File: src/rtl/keypad_pkg.sv
// keypad_pkg
//   Shared definitions for the 4x4 keypad scanner: matrix dimensions, the
//   per-scan classification (NONE / KEY / MULTI) and the (row, col) -> note
//   code map.
//   The all-zero encoding of scan_res_t is NONE with code 0. The debounce
//   tracker relies on this: its cleared state is zero.
package keypad_pkg;

  localparam int NUM_ROWS = 4;
  localparam int NUM_COLS = 4;

  typedef enum logic [1:0] {
    RES_NONE  = 2'd0,
    RES_KEY   = 2'd1,
    RES_MULTI = 2'd2
  } scan_kind_e;

  typedef struct packed {
    scan_kind_e  kind;
    logic [3:0]  code;
  } scan_res_t;

  localparam int RES_W = $bits(scan_res_t);

  // code = (4*row + col + 1) mod 16; {row, col} is exactly 4*row + col, and
  // the 4-bit add wraps row3/col3 around to 0.
  function automatic logic [3:0] key_map(input logic [1:0] row, input logic [1:0] col);
    return {row, col} + 4'd1;
  endfunction

endpackage

File: src/rtl/keypad_debounce.sv
// keypad_debounce
//   Generic candidate / stable tracker for a W-bit result that is offered
//   once per update strobe. A result equal to the candidate raises a
//   saturating count; a different result becomes the new candidate with a
//   count of 1. Once the count reaches DEBOUNCE_SCANS and the candidate
//   differs from the stable value, the stable value takes the candidate.
//   All state clears to zero.
// Ports:
//   clk       in   clock
//   reset     in   asynchronous, active-high
//   upd_i     in   a new result is present on result_i this cycle
//   result_i  in   W-bit result
//   stable_o  out  accepted stable result
//   chg_o     out  one-cycle pulse, high in the first cycle stable_o shows a new value
module keypad_debounce #(
  parameter int W              = 6,
  parameter int DEBOUNCE_SCANS = 4
) (
  input  logic         clk,
  input  logic         reset,
  input  logic         upd_i,
  input  logic [W-1:0] result_i,
  output logic [W-1:0] stable_o,
  output logic         chg_o
);

  logic [W-1:0] cand_q, cand_d;
  logic [W-1:0] stable_q, stable_d;
  logic [3:0]   cnt_q, cnt_d;
  logic         chg_q, chg_d;

  always_comb begin
    cand_d   = cand_q;
    stable_d = stable_q;
    cnt_d    = cnt_q;
    chg_d    = 1'b0;
    if (upd_i) begin
      if (result_i == cand_q) begin
        if (cnt_q != 4'hF) cnt_d = cnt_q + 4'd1;
      end else begin
        cand_d = result_i;
        cnt_d  = 4'd1;
      end
      if ((cnt_d >= 4'(DEBOUNCE_SCANS)) && (cand_d != stable_q)) begin
        stable_d = cand_d;
        chg_d    = 1'b1;
      end
    end
  end

  always_ff @(posedge clk or posedge reset) begin
    if (reset) begin
      cand_q   <= '0;
      stable_q <= '0;
      cnt_q    <= 4'd0;
      chg_q    <= 1'b0;
    end else begin
      cand_q   <= cand_d;
      stable_q <= stable_d;
      cnt_q    <= cnt_d;
      chg_q    <= chg_d;
    end
  end

  assign stable_o = stable_q;
  assign chg_o    = chg_q;

endmodule

File: src/rtl/keypad_scanner.sv
// keypad_scanner
//   Scans a 4x4 active-low key matrix, synchronises the row returns,
//   classifies each full scan as NONE / KEY(code) / MULTI, debounces the
//   result and turns stable-state changes into clean press/release pulses.
//   Optional build macro KEYPAD_AUTOREPEAT_EN: while a key stays accepted,
//   key_strobe re-pulses every REPEAT_SCANS full scans.
// Ports:
//   clk          in   system clock
//   reset        in   asynchronous, active-high
//   row_in[3:0]  in   matrix rows, active-low, asynchronous to clk
//   col_out[3:0] out  column drive, active-low one-hot
//   key_code     out  note code of the last accepted key
//   key_strobe   out  one-cycle pulse on an accepted press
//   key_release  out  one-cycle pulse on an accepted release
//   key_held     out  high while an accepted key is pressed
//   multi_key    out  high while the stable result is two or more keys
module keypad_scanner
  import keypad_pkg::*;
#(
  parameter int SCAN_DIV       = 50000,
  parameter int DEBOUNCE_SCANS = 4,
  parameter int REPEAT_SCANS   = 250
) (
  input  logic       clk,
  input  logic       reset,
  input  logic [3:0] row_in,
  output logic [3:0] col_out,
  output logic [3:0] key_code,
  output logic       key_strobe,
  output logic       key_release,
  output logic       key_held,
  output logic       multi_key
);

  localparam int DIV_W = $clog2(SCAN_DIV);

  if (SCAN_DIV < 4 || DEBOUNCE_SCANS < 1 || DEBOUNCE_SCANS > 15 || REPEAT_SCANS < 1)
  begin : g_bad_param
    $error("keypad_scanner: parameter out of legal range");
  end

  // Row synchroniser; rows idle high (pulled up).
  logic [3:0] row_s1_q, row_s2_q;

  // Column walk and per-scan hit accumulation.
  logic [DIV_W-1:0] div_q, div_d;
  logic [1:0]       col_q, col_d;
  logic [1:0]       hit_cnt_q, hit_cnt_d;   // 0, 1 or 2 (= two or more)
  logic [3:0]       hit_code_q, hit_code_d;

  logic       last_in_col, scan_end;
  logic [2:0] col_hits, tot;
  logic [3:0] col_code, code_sel;
  scan_res_t  scan_res;

  // Debounced result.
  logic [RES_W-1:0] stable_vec;
  scan_res_t        stable;
  logic             chg;

  // Output registers.
  logic       strobe_q, strobe_d;
  logic       release_q, release_d;
  logic       held_q, held_d;
  logic       multi_q, multi_d;
  logic [3:0] code_q, code_d;
  logic       pend_q, pend_d;               // strobe owed after a key-to-key change
  logic [3:0] pend_code_q, pend_code_d;

  assign col_out     = ~(4'b0001 << col_q);
  assign last_in_col = (div_q == DIV_W'(SCAN_DIV - 1));
  assign scan_end    = last_in_col && (col_q == 2'd3);

  always_comb begin
    col_hits = 3'd0;
    col_code = 4'd0;
    for (int r = 0; r < NUM_ROWS; r++) begin
      if (!row_s2_q[r]) begin
        col_hits = col_hits + 3'd1;
        col_code = key_map(2'(r), col_q);
      end
    end
    tot = {1'b0, hit_cnt_q} + col_hits;
    // With exactly one hit in total it came either from an earlier column or
    // from this one.
    code_sel = (hit_cnt_q == 2'd1) ? hit_code_q : col_code;

    scan_res.kind = RES_NONE;
    scan_res.code = 4'd0;
    if (tot == 3'd1) begin
      scan_res.kind = RES_KEY;
      scan_res.code = code_sel;
    end else if (tot >= 3'd2) begin
      scan_res.kind = RES_MULTI;
    end
  end

  always_comb begin
    div_d      = div_q + DIV_W'(1);
    col_d      = col_q;
    hit_cnt_d  = hit_cnt_q;
    hit_code_d = hit_code_q;
    if (last_in_col) begin
      div_d = '0;
      col_d = col_q + 2'd1;
      if (scan_end) begin
        hit_cnt_d  = 2'd0;
        hit_code_d = 4'd0;
      end else begin
        hit_cnt_d = (tot >= 3'd2) ? 2'd2 : tot[1:0];
        if (tot == 3'd1) hit_code_d = code_sel;
      end
    end
  end

  always_ff @(posedge clk or posedge reset) begin
    if (reset) begin
      row_s1_q   <= 4'hF;
      row_s2_q   <= 4'hF;
      div_q      <= '0;
      col_q      <= 2'd0;
      hit_cnt_q  <= 2'd0;
      hit_code_q <= 4'd0;
    end else begin
      row_s1_q   <= row_in;
      row_s2_q   <= row_s1_q;
      div_q      <= div_d;
      col_q      <= col_d;
      hit_cnt_q  <= hit_cnt_d;
      hit_code_q <= hit_code_d;
    end
  end

  keypad_debounce #(
    .W              (RES_W),
    .DEBOUNCE_SCANS (DEBOUNCE_SCANS)
  ) u_debounce (
    .clk      (clk),
    .reset    (reset),
    .upd_i    (scan_end),
    .result_i (scan_res),
    .stable_o (stable_vec),
    .chg_o    (chg)
  );

  assign stable = stable_vec;

`ifdef KEYPAD_AUTOREPEAT_EN
  logic [15:0] rep_cnt_q, rep_cnt_d;
  logic        rep_fire;

  // chg follows scan_end by one cycle and pend_q by two, so a repeat strobe
  // never lands on a release or an owed strobe.
  assign rep_fire = scan_end && held_q && !pend_q && (rep_cnt_q == 16'(REPEAT_SCANS - 1));

  always_comb begin
    rep_cnt_d = rep_cnt_q;
    if (chg) begin
      rep_cnt_d = 16'd0;
    end else if (scan_end && held_q) begin
      rep_cnt_d = rep_fire ? 16'd0 : rep_cnt_q + 16'd1;
    end
  end

  always_ff @(posedge clk or posedge reset) begin
    if (reset) rep_cnt_q <= 16'd0;
    else       rep_cnt_q <= rep_cnt_d;
  end
`else
  logic rep_fire;
  assign rep_fire = 1'b0;
`endif

  always_comb begin
    strobe_d    = 1'b0;
    release_d   = 1'b0;
    held_d      = held_q;
    multi_d     = multi_q;
    code_d      = code_q;
    pend_d      = 1'b0;
    pend_code_d = pend_code_q;
    if (pend_q) begin
      code_d   = pend_code_q;
      strobe_d = 1'b1;
    end
    if (chg) begin
      case (stable.kind)
        RES_KEY: begin
          multi_d = 1'b0;
          if (held_q) begin
            // Key-to-key: release now, strobe the new code next cycle.
            release_d   = 1'b1;
            pend_d      = 1'b1;
            pend_code_d = stable.code;
          end else begin
            code_d   = stable.code;
            held_d   = 1'b1;
            strobe_d = 1'b1;
          end
        end
        RES_MULTI: begin
          multi_d = 1'b1;
          if (held_q) begin
            release_d = 1'b1;
            held_d    = 1'b0;
          end
        end
        default: begin
          multi_d = 1'b0;
          if (held_q) begin
            release_d = 1'b1;
            held_d    = 1'b0;
          end
        end
      endcase
    end else if (rep_fire) begin
      strobe_d = 1'b1;
    end
  end

  always_ff @(posedge clk or posedge reset) begin
    if (reset) begin
      strobe_q    <= 1'b0;
      release_q   <= 1'b0;
      held_q      <= 1'b0;
      multi_q     <= 1'b0;
      code_q      <= 4'd0;
      pend_q      <= 1'b0;
      pend_code_q <= 4'd0;
    end else begin
      strobe_q    <= strobe_d;
      release_q   <= release_d;
      held_q      <= held_d;
      multi_q     <= multi_d;
      code_q      <= code_d;
      pend_q      <= pend_d;
      pend_code_q <= pend_code_d;
    end
  end

  assign key_strobe  = strobe_q;
  assign key_release = release_q;
  assign key_held    = held_q;
  assign multi_key   = multi_q;
  assign key_code    = code_q;

endmodule

File: config.mk
export PLATFORM = sky130hd
export DESIGN_NAME = keypad_scanner
export DESIGN_NICKNAME = d
export VERILOG_FILES = /design/src/rtl/keypad_pkg.sv /design/src/rtl/keypad_debounce.sv /design/src/rtl/keypad_scanner.sv
export SDC_FILE = /design/constraint.sdc
export NUM_CORES = 1
export LEC_CHECK = 0
export ABC_AREA = 0
export ABC_CLOCK_PERIOD_IN_PS = 4500
export BUFFER_PORTS_ARGS = -buffer_cell sky130_fd_sc_hd__buf_2
export CAP_MARGIN = 0
export CORE_ASPECT_RATIO = 1.1
export CORE_MARGIN = 3
export CORE_UTILIZATION = 25
export CTS_BUF_LIST = sky130_fd_sc_hd__clkbuf_8
export DETAILED_ROUTE_END_ITERATION = 10
export GPL_ROUTABILITY_DRIVEN = 0
export HOLD_SLACK_MARGIN = 0.05
export SYNTH_ARGS = -nofsm -noshare
export SYNTH_HDL_FRONTEND = slang
export SYNTH_SLANG_ARGS = --single-unit
export TNS_END_PERCENT = 50
File: constraint.sdc
create_clock -name clk -period 4.5 [get_ports clk]
set_clock_uncertainty 0.2 [all_clocks]
set_input_delay 0.45 -clock clk [delete_from_list [all_inputs] [get_ports clk]]
set_output_delay 0.45 -clock clk [all_outputs]
set_load 0.1 [all_outputs]
# Yosys cells after proc, flatten, opt, wreduce, memory -nomap -nowiden
# Cells that the tools add are included.
# W data, S select, Z words.
[classes]
add_sub_neg = 11
magnitude_cmp = 2
eq_ne = 9
shifts = 1
muxes = 38
bitwise = 1
n_reduce_logical = 6
[op_table]
columns = ["operator", "count"]
rows = [
  ["$mux W4", 14],
  ["$add A16 B1 Y16 const B", 1],
  ["$eq A16 B16 Y1 const B", 1],
  ["$mux W16", 1],
  ["$mux W1", 13],
  ["$mux W3", 4],
  ["$mux W6", 2],
  ["$add A3 B1 Y3 const B", 3],
  ["$add A4 B1 Y4 const B", 2],
  ["$mux W2", 4],
  ["$eq A6 B6 Y1", 1],
  ["$ne A6 B6 Y1", 1],
  ["$add A3 B1 Y4 const B", 1],
  ["$add A3 B2 Y4 const B", 1],
  ["$eq A2 B1 Y1 const B", 2],
  ["$eq A2 B2 Y1 const B", 2],
  ["$ge A4 B3 Y1 const B", 1],
  ["$ne A4 B4 Y1 const B", 1],
  ["$not A4 Y4", 1],
  ["$reduce_and A2 Y1", 2],
  ["$shl A1 B2 Y4 const A", 1],
  ["$add A2 B1 Y3 const B", 1],
  ["$add A2 B3 Y3", 1],
  ["$eq A3 B1 Y1 const B", 1],
  ["5 further kinds", 6],
]
[totals]
ff_bits = 62
output_inout_bits = 12

# Depth between registers and ports, before layout
# Gate-level depths: netlist of run 1.
[logic_depth]
ltp_word = 18
ltp_mapped = 13
mapped_depth_nobuf = 13

# Modules after synthesis
# From an unflattened synthesis of run 1, not the netlist that was laid out.
[unflattened]
hier_cells = 275
area_unflattened_um2 = 3055.4
[modules_own_cells]
columns = ["module", "n_inst", "cells_each", "area_each_um2", "seq_area_each_um2"]
rows = [
  ["keypad_scanner", 1, 204, 2192.1, 1136.1],
  ["keypad_debounce", 1, 71, 863.3, 425.4],
]

# Least setup slack after synthesis of run 1
# No wires, ideal clock.
[synth_timing]
path_kind = "register to register"
from = "reg row_s2_q[1]"
to = "reg u_debounce.stable_q[0], in the netlist u_debounce.stable_o[0]"
setup_time_ns = 0.125
t_arrival_ns = 3.762
required_time_ns = 4.175
path_slack_ns = 0.413
path_stages_with_launch = 13
path_buffers = 0
cell_sequence = "dfstp_2 > inv_1 > ha_1 > xnor2_1 > ha_1 > mux2i_1 > fa_1 > xnor3_2 > a311o_2 > xor2_1 > nand3_1 > a2111oi_4 > mux2_2"
[synth_between]
elab_chain_cells = 15
word_cells_on_any_way = 24
classes_between = "add/sub: 3; order compare: 2; eq/ne: 3; mux: 14; reduce/logical: 2"
[synth_rtl]
columns = ["item", "line", "text"]
rows = [
  ["start: declaration", "keypad_scanner.sv:43", "logic [3:0] row_s1_q, row_s2_q;"],
  ["start signal: assignment", "keypad_scanner.sv:126", "row_s2_q <= row_s1_q;"],
  ["$mux W3", "keypad_scanner.sv:78", "if (!row_s2_q[r]) begin"],
  ["$add A3 B1 Y3", "keypad_scanner.sv:79", "col_hits = col_hits + 3'd1;"],
  ["$mux W3", "keypad_scanner.sv:78", ""],
  ["$add A3 B1 Y3", "keypad_scanner.sv:79", ""],
  ["$mux W3", "keypad_scanner.sv:78", ""],
  ["$add A2 B3 Y3", "keypad_scanner.sv:83", "tot = {1'b0, hit_cnt_q} + col_hits;"],
  ["$ge A3 B2 Y1", "keypad_scanner.sv:93", "end else if (tot >= 3'd2) begin"],
  ["$mux W2", "keypad_scanner.sv:93", ""],
  ["$mux W2", "keypad_scanner.sv:90", "if (tot == 3'd1) begin"],
  ["$eq A6 B6 Y1", "keypad_debounce.sv:38", "if (result_i == cand_q) begin"],
  ["$mux W4 or $mux W6 (tied branches)", "keypad_debounce.sv:38", ""],
  ["$mux W4 or $mux W6 (tied branches)", "keypad_debounce.sv:37", "if (upd_i) begin"],
  ["$ge A4 B3 Y1 or $ne A6 B6 Y1 (tied branches)", "keypad_debounce.sv:44", "if ((cnt_d >= 4'(DEBOUNCE_SCANS)) && (cand_d != stable_q)) begin"],
  ["$logic_and A1 B1 Y1", "keypad_debounce.sv:44", ""],
  ["$reduce_and A2 Y1 (no line)", "-", ""],
  ["end signal: assignment", "keypad_debounce.sv:59", "stable_q <= stable_d;"],
  ["end: declaration", "keypad_debounce.sv:28", "logic [W-1:0] stable_q, stable_d;"],
]
# Several ways; a longest one is shown, not always the timed one. The select of a mux whose other input is x is not followed.
# A chain may end at the register's enable or synchronous reset.

# Final worst setup path of run 1
[layout_timing]
from = "reg row_s2_q[1]"
to = "reg u_debounce.stable_q[4], in the netlist u_debounce.stable_o[4]"
# The elaborated chain is that of the path after synthesis.

==> flow_summary.yaml, run 1 <==
power_and_ir_drop:
  total_power_mw: 1.24
  p_leak_nw: 1.66
  ir_drop_mv: 0.156
  p_per_area_nw_per_um2: 336
worst_setup_path:
  cp_max_fo: 7
  required_ns: 4.52
  cp-end-kind: "flip-flop"
  critPathKind: "flip-flop to flip-flop"
  cp.arrival_ns: 4.28
  timing.rr.start: "row_s2_q[1]"
  worst_setup_path_start_kind: "flip-flop"
  r2r_end: "u_debounce.stable_o[4]"
  reg2reg_slack_ns: 0.24
  worstRegToRegCells: 13
synth:
  synth_compound_area_frac: 0.122
  synth_top_area_frac: 0.435
  synthTopCellsByCount: "dfrtp_1, nand2_1, o21ai_0"
  synth_cells: 296
  synth_top_family_by_area: "simple AND/OR/NAND/NOR gates"
  async_flop_share: 1.00
  synth_edf_count: 0
  synth_xor_xnor_area_share: 0.0641
  synthesis.nets: 313
  avgSynthCellArea_um2: 10.5
  synth_area_um2: 3110
  synth_seq_cells: 62
  synth_cell_types: 59
  yosysTopAreaCell: "dfrtp_1"
  synthAdderAreaFrac: 0.0467
  ys_seq_area_frac: 0.503
  synthMostInstantiatedCell: "dfrtp_1"
  yosysWarnings: 0
  synth_mux_area_frac: 0.0512
  synth.area.top_cells: "dfrtp_1, dfstp_2, nand2_1, ha_1, o21ai_0"
  ys.flop_type: "dfrtp_1"
  yosys.area_share.simple: 0.177
hold_path:
  whs_path_depth: 0
  hp-class: "flip-flop to flip-flop"
  holdCritStartpoint: "row_s1_q[0]"
  min_to: "row_s2_q[0]"
routing:
  vias_per_cell: 4.52
  first_pass_iters: 4
  vias: 2192
  wl_per_cell_um: 12.3
  ant_nets: 0
  finalWirelength_um: 5970
  drc_errors: 0
  drtIter0Drc: 110
cts:
  clk_pin_slew_ns: 0.07
  cts_tree: "built"
  cts_buffer_depth: 2
  cts_buffers: 9
  root_buffer: "clkbuf_8"
  cts_sinks: 62
  htree_num_levels: 3
  worstSkewPairLatency_ns: 0.34
die:
  die_y_um: 123
  start_util: 0.257
  dieArea_um2: 13800
  num_rows: 42
  core_area_um2: 12100
  die_w_um: 112
  ios: 18
placement:
  dp_cells: 463
  dp_hpwl_um: 4170
  port-buffer-count: 17
sta:
  min_period_over_period: 0.947
  worst_pin_slew_ns: 0.645
  drv_slew: 0
  setup_viol: 0
  relSlewSlack: 0.570
  rsz0062_at_grt: "no"
  period_minus_slack_ns: 4.26
  timing.final.hold_violations: 0
  fmax_mhz: 235
  setup_tns_ns: 0
layout:
  drive_gt1_frac: 0.205
  multiInputGateArea_um2: 1450
  regArea_um2: 1560
  finalNonFillerCells: 485
  syn_to_final_growth_pct: 18.5
  nets: 344
  fillers: 1259
  diodes: 0
grt:
  grt_usage: 0.0953
  grt_max_degree: 53
  grt_pass1_wl_um: 10800
  antenna_found_initial: 0
  grt-ovfl-total: 0
  first_global_vias: 2260
run_status:
  status: "complete, no violations"
flow_run:
  max-cap-violations: 0
==> cells by family after synthesis <==
kind of cell               after synthesis
AOI/OAI and AO/OA                       54
xor gates and xnor gates                21
buffers and inverters                   27
and+or+nand+nor                        106
adders and majority gates               11
DFF                                     62
muxes                                   15
==> flip-flops by register name (all words and copies together) (netlist names) <==
register and cells:
pend_q 1, multi_key 1, col_q 2, hit_cnt_q 2
key_strobe 1, u_debounce.cand_q 6, u_debounce.stable_o 6, key_held 1
div_q 16, pend_code_q 4, row_s2_q 4, row_s1_q 4
hit_code_q 4, u_debounce.chg_o 1, key_code 4, key_release 1
u_debounce.cnt_q 4
==> area by class of cell <==
type,count,share of cell area
clock buffer,11,0.0411
clock inverter,4,0.0194
sequential,62,0.424
timing repair buffer,28,0.0489
inverter,19,0.0194
multi-input combinational,207,0.395
tap,154,0.0523
==> through the flow <==
stage	util	cell area (µm²)	hold slack, ns	setup slack (ns)
after global placement	0.279	3370	0.146	0.248
final	0.305	3680	0.156	0.240
after detailed placement	0.279	3370	0.147	0.0744
after CTS	0.302	3650	0.157	0.0503
after floorplan	-	3110	0.145	0.413
after global routing	0.305	3680	0.159	0.0246
==> layer usage <==
layer,part of all wire,global-route usage,vias to the layer above
li1,-,-,1088
met1,0.48,0.127,1039
met2,0.45,0.145,55
met3,0.060,0.0328,10
met4,0.016,0.0331,0
met5,0,0,-
==> cells in the final DEF (no fill, tap or decap), types with 5 or more instances in the layout <==
cell	count
mux2_2	7
nand2_1	39
o21ai_0	21
nand3_1	8
buf_4	6
dfrtp_1	54
and3_1	6
clkbuf_8	11
a21oi_1	7
xnor2_1	9
dfstp_2	8
inv_1	19
nor2_1	17
buf_2	17
xor2_1	11
mux2i_1	8
ha_1	10
dlygate4sd3_1	5
nand2b_1	5
==> critical path, cell delays in order (launching register included) <==
cell and delay (ns):
dfstp_2 0.56, inv_1 0.05, ha_1 0.30, xnor2_1 0.23, xnor2_1 0.16, ha_1 0.18, inv_1 0.05, fa_1 0.52
nand2_1 0.22, a211oi_4 0.37, xor2_1 0.12, a211o_1 0.35, a2111oi_4 0.43, mux2_2 0.39
==> power breakdown <==
group | internal (mW) | switching, mW | leakage [nW] | total (mW)
Combinational | 0.0490 | 0.0715 | 0.719 | 0.121
Clock | 0.337 | 0.212 | 0.113 | 0.549
Sequential | 0.564 | 0.00356 | 0.824 | 0.568
Total | 0.950 | 0.287 | 1.66 | 1.24
==> how the worst max path moves through the flow <==
| stage | startpoint | endpoint | depth (start not counted) |
|---|---|---|---|
| 4_1_cts | row_s2_q[1] | u_debounce.stable_o[4] | 13 |
| 3_5_place_dp | row_s2_q[1] | u_debounce.stable_o[4] | 13 |
| 5_1_grt | row_s2_q[1] | u_debounce.stable_o[4] | 13 |
| 2_1_floorplan | row_s2_q[1] | u_debounce.stable_o[0] | 12 |
| 3_3_place_gp | row_s2_q[1] | u_debounce.stable_o[4] | 13 |
| 6_report | row_s2_q[1] | u_debounce.stable_o[4] | 13 |
==> what timing repair did <==
item	in CTS	in global routing
endpoints found under the setup margin	0	9
hold endpoints to repair	14	0
setup buffers	0	2
hold buffers	5	0
gates resized for setup	0	4
(Power assumes the default switching activity.)
==> run 2, diff against run 1 <==
PLACE_DENSITY_LB_ADDON = 0.1   (was not set)
==> run 2 against run 1 <==
Effect of this change: wire length grew 7.6%; critical path depth stayed put; combinational power shrank 5%; worst setup slack got worse by 0.065 ns; largest cell class unchanged; cell count rose by 0.41%; clock power fell by 28%.
==> flow_summary.yaml, run 2 (synthesized netlist as in run 1, its figures left out) <==
run_status:
  status: "complete, no violations"
layout:
  multiInputGateArea_um2: 1440
  finalInstanceArea_um2: 3600
  regArea_um2: 1560
  layout_common_cells: "dfrtp_1, nand2_1, inv_1, o21ai_0"
  syn_to_final_growth_pct: 16.1
  largest_register_ff_count: 16
  final_common_cell: "dfrtp_1"
  nets: 345
  diodes: 0
  fillers: 1298
  drive_gt1_frac: 0.195
  largest_register: "div_q"
sta:
  fmax_mhz: 231
  drv_slew: 0
  setup_viol: 0
  period_minus_slack_ns: 4.32
  worst_pin_slew_ns: 0.795
  setup_ws_ns: 0.175
  fin_hold_ws_ns: 0.0559
  min_period_over_period: 0.961
  timing.final.hold_violations: 0
  relSlewSlack: 0.469
cts:
  root_buffer: "clkbuf_8"
  cts_buffer_depth: 2
  cts_tree: "built"
  clk_pin_slew_ns: 0.07
  htree_num_levels: 3
  cts_buffers: 9
  worstSkewPairLatency_ns: 0.34
  cts_sinks: 62
flow_run:
  max-cap-violations: 0
routing:
  first_pass_iters: 4
  finalWirelength_um: 6420
  drc_errors: 0
  vias_per_cell: 4.44
  vias: 2163
  wl_per_cell_um: 13.2
  drtIter0Drc: 49
  ant_nets: 0
grt:
  grt-ovfl-total: 0
  grt_usage: 0.103
  antenna_found_initial: 0
  grt_pass1_wl_um: 11100
  grt_max_degree: 38
  first_global_vias: 2174
worst_setup_path:
  cp_max_fo: 9
  cp.arrival_ns: 4.35
  worst_setup_path_start_kind: "flip-flop"
  cp-end-kind: "flip-flop"
  critPathKind: "flip-flop to flip-flop"
  required_ns: 4.53
placement:
  dp_hpwl_um: 4690
  port-buffer-count: 17
  pre_cts_ws_ns: 0.0663
  place_area_um2: 3390
die:
  die_w_um: 112
  num_rows: 42
  core_area_um2: 12100
  dieArea_um2: 13800
  ios: 18
  die_y_um: 123
  start_util: 0.257
power_and_ir_drop:
  ir_drop_mv: 0.126
  p_leak_nw: 1.64
  p_per_area_nw_per_um2: 300
hold_path:
  hp-class: "primary input to async pin"
==> run 2: through the flow <==
step	util	total power [mW]	TNS [ns]	std cells
final	0.298	1.08	0	487
after global routing	0.298	1.14	-0.000315	487
after floorplan	-	0.656	0	296
after detailed placement	0.280	0.691	0	465
after global placement	0.280	0.691	0	465
after CTS	0.296	1.11	0	485
==> run 2: metal layers <==
layer,global-route usage,share of wire
met5,0,0
met1,0.132,0.48
met4,0.0563,0.023
met3,0.0225,0.026
met2,0.162,0.47
==> run 2: final timing paths <==
| check | start | to | slack (ns) | cells after the start |
|---|---|---|---|---|
| worst min register to register | row_s1_q[0] | row_s2_q[0] | 0.16 | 0 |
| worst max register to register | row_s2_q[1] | u_debounce.stable_o[0] | 0.18 | 13 |
| min in group clk | row_s1_q[0] | row_s2_q[0] | 0.16 | 0 |
| worst min-delay path | reset | div_q[11] | 0.06 | 2 |
| worst max-delay path | row_s2_q[1] | u_debounce.stable_o[0] | 0.18 | 13 |
| max in group asynchronous | reset | row_s1_q[3] | 3.15 | 3 |
==> run 2: critical path, cell delays in order (launching register included) <==
cell and delay (ns):
dfstp_2 0.57, inv_1 0.05, ha_1 0.30, xnor2_1 0.24, xnor2_1 0.15, ha_1 0.16
inv_1 0.04, fa_1 0.35, xnor3_2 0.51, a2111oi_0 0.34, a31oi_1 0.10, a211o_1 0.39
a2111oi_4 0.43, mux2_2 0.38
==> run 2: timing repair <==
action / CTS / global route
setup endpoints to repair: 0 / 4
hold endpoints to repair: 4 / 0
gates resized for setup: 0 / 1
hold buffers: 4 / 0
setup buffers: 0 / 2
==> run 2: final cells by class <==
cell class / count / share of cell area
inverters: 19 / 0.0198
repair buffers: 29 / 0.0514
well taps: 154 / 0.0535
flip-flops and latches: 62 / 0.433
clock buffers: 9 / 0.0344
clock inverters: 7 / 0.00798
multi-input cells: 207 / 0.400
==> run 2: report_power, final <==
part	total, mW	switching [mW]	internal (mW)	leakage [nW]
clock network	0.398	0.210	0.188	0.0992
registers	0.568	0.00358	0.564	0.824
logic	0.115	0.0691	0.0458	0.718
total	1.08	0.283	0.798	1.64
==> run 3, diff against run 2 <==
CTS_BUF_LIST = sky130_fd_sc_hd__clkbuf_4 sky130_fd_sc_hd__clkbuf_8 sky130_fd_sc_hd__clkbuf_16   (was sky130_fd_sc_hd__clkbuf_8)
==> run 3 against run 2 <==
Effect of this change: register-to-register slack about the same; sequential cell count unchanged; combinational power about the same; largest power group is now the clock network; core utilization up 0.99 points; clock-buffer cell count up 5; clock power up 59%; cell count unchanged; highest routed layer unchanged.
==> flow_summary.yaml, run 3 (synthesized netlist as in run 1, its figures left out) <==
run_status:
  status: "complete, no violations"
cts:
  worstSkewPairLatency_ns: 0.33
  cts_sinks: 62
  cts_buffers: 9
  clk_pin_slew_ns: 0.05
  cts_buffer_depth: 2
  root_buffer: "clkbuf_16"
  cts_tree: "built"
  htree_num_levels: 3
worst_setup_path:
  worst_setup_path_start_kind: "flip-flop"
  critPathKind: "flip-flop to flip-flop"
  timing.rr.start: "row_s2_q[1]"
  required_ns: 4.51
  worstRegToRegCells: 13
  cp_max_fo: 9
  cp.arrival_ns: 4.32
  cp-end-kind: "flip-flop"
  r2r_end: "u_debounce.stable_o[0]"
  reg2reg_slack_ns: 0.19
layout:
  diodes: 0
  layout_common_cells: "dfrtp_1, nand2_1, o21ai_0, inv_1"
  drive_gt1_frac: 0.210
  fin_util: 0.308
  largest_register_ff_count: 16
  final_common_cell: "dfrtp_1"
  nets: 345
  syn_to_final_growth_pct: 19.9
  largest_register: "div_q"
  fillers: 1281
sta:
  worst_pin_slew_ns: 0.796
  period_minus_slack_ns: 4.31
  rsz0062_at_grt: "no"
  setup_viol: 0
  fmax_mhz: 232
  drv_slew: 0
  setup_tns_ns: 0
  timing.final.hold_violations: 0
  relSlewSlack: 0.469
  fin_hold_ws_ns: 0.0765
  min_period_over_period: 0.958
grt:
  gr-max-usage-layer: "met2"
  grt_pass1_wl_um: 11100
  gr-usage-met1: 0.132
  grt-ovfl-total: 0
  gr-usage-met2: 0.162
  grt_max_degree: 38
  antenna_found_initial: 0
  grt_usage: 0.103
  first_global_vias: 2176
  grt_use_met3: 0.0210
die:
  dieArea_um2: 13800
  core_area_um2: 12100
  start_util: 0.257
  num_rows: 42
  ios: 18
  die_y_um: 123
  die_w_um: 112
power_and_ir_drop:
  ir_drop_mv: 0.139
  p_leak_nw: 1.68
  total_power_mw: 1.32
  p_per_area_nw_per_um2: 354
routing:
  vias_per_cell: 4.44
  ant_nets: 0
  wl_per_cell_um: 13.1
  first_pass_iters: 4
  drtIter0Drc: 53
  finalWirelength_um: 6400
  vias: 2163
  drc_errors: 0
placement:
  dp_hpwl_um: 4690
  port-buffer-count: 17
hold_path:
  hp-class: "primary input to async pin"
flow_run:
  max-cap-violations: 0
-- run 3: changes by cell type in the layout (fill, tap and decap cells not counted), sizes merged --
cell and delta:
clkbuf +5, inv -5
-- run 3: worst max path at each step --
stage / to / slack [ns] / start
after CTS: u_debounce.stable_o[0] / 0.06 / row_s2_q[1]
after global routing: u_debounce.stable_o[0] / 0.005 / row_s2_q[1]
after detailed placement: u_debounce.stable_o[0] / 0.07 / row_s2_q[1]
after global placement: u_debounce.stable_o[0] / 0.17 / row_s2_q[1]
final: u_debounce.stable_o[0] / 0.19 / row_s2_q[1]
after floorplan: u_debounce.stable_o[0] / 0.41 / row_s2_q[1]
-- run 3: per-layer routing --
layer  up-vias  part of all wire  wire length, µm
li1       1091                 -                -
met1      1024              0.48             3080
met2        33              0.46             2970
met3        15             0.028              177
met4         0             0.027              170
met5         -                 0                0
-- run 3: worst max-delay path, stage by stage, from the launching register on --
cell	delay, ns
dfstp_2	0.56
inv_1	0.05
ha_1	0.30
xnor2_1	0.24
xnor2_1	0.15
ha_1	0.16
inv_1	0.04
fa_1	0.35
xnor3_2	0.51
a2111oi_0	0.34
a31oi_1	0.10
a211o_1	0.39
a2111oi_4	0.42
mux2_2	0.38
-- run 3: what timing repair did --
action,4_1_cts,5_1_grt
hold buffers,4,0
endpoints found under the setup margin,0,4
endpoints found under the hold margin,4,0
resized for setup,0,1
setup buffers,0,2
-- run 3: through the flow --
stage	cells	cell area, µm²	setup WS (ns)
6_report	487	3720	0.187
2_1_floorplan	296	3110	0.413
5_1_grt	487	3720	0.00512
3_3_place_gp	465	3390	0.170
3_5_place_dp	465	3390	0.0663
4_1_cts	485	3700	0.0620
-- run 3: cell type report --
type	instances	area, µm²	share of cell area
multi-input combinational	207	1440	0.387
clock buffer	14	263	0.0705
clock inverter	2	10.0	0.00269
tap	154	193	0.0517
sequential	62	1560	0.419
timing repair buffer	29	185	0.0497
inverter	19	71.3	0.0191
-- run 3: where the power goes --
group | switching (mW) | leakage [nW] | internal (mW)
registers | 0.00358 | 0.824 | 0.565
clock network | 0.232 | 0.142 | 0.401
logic | 0.0697 | 0.718 | 0.0459
total | 0.305 | 1.68 | 1.01
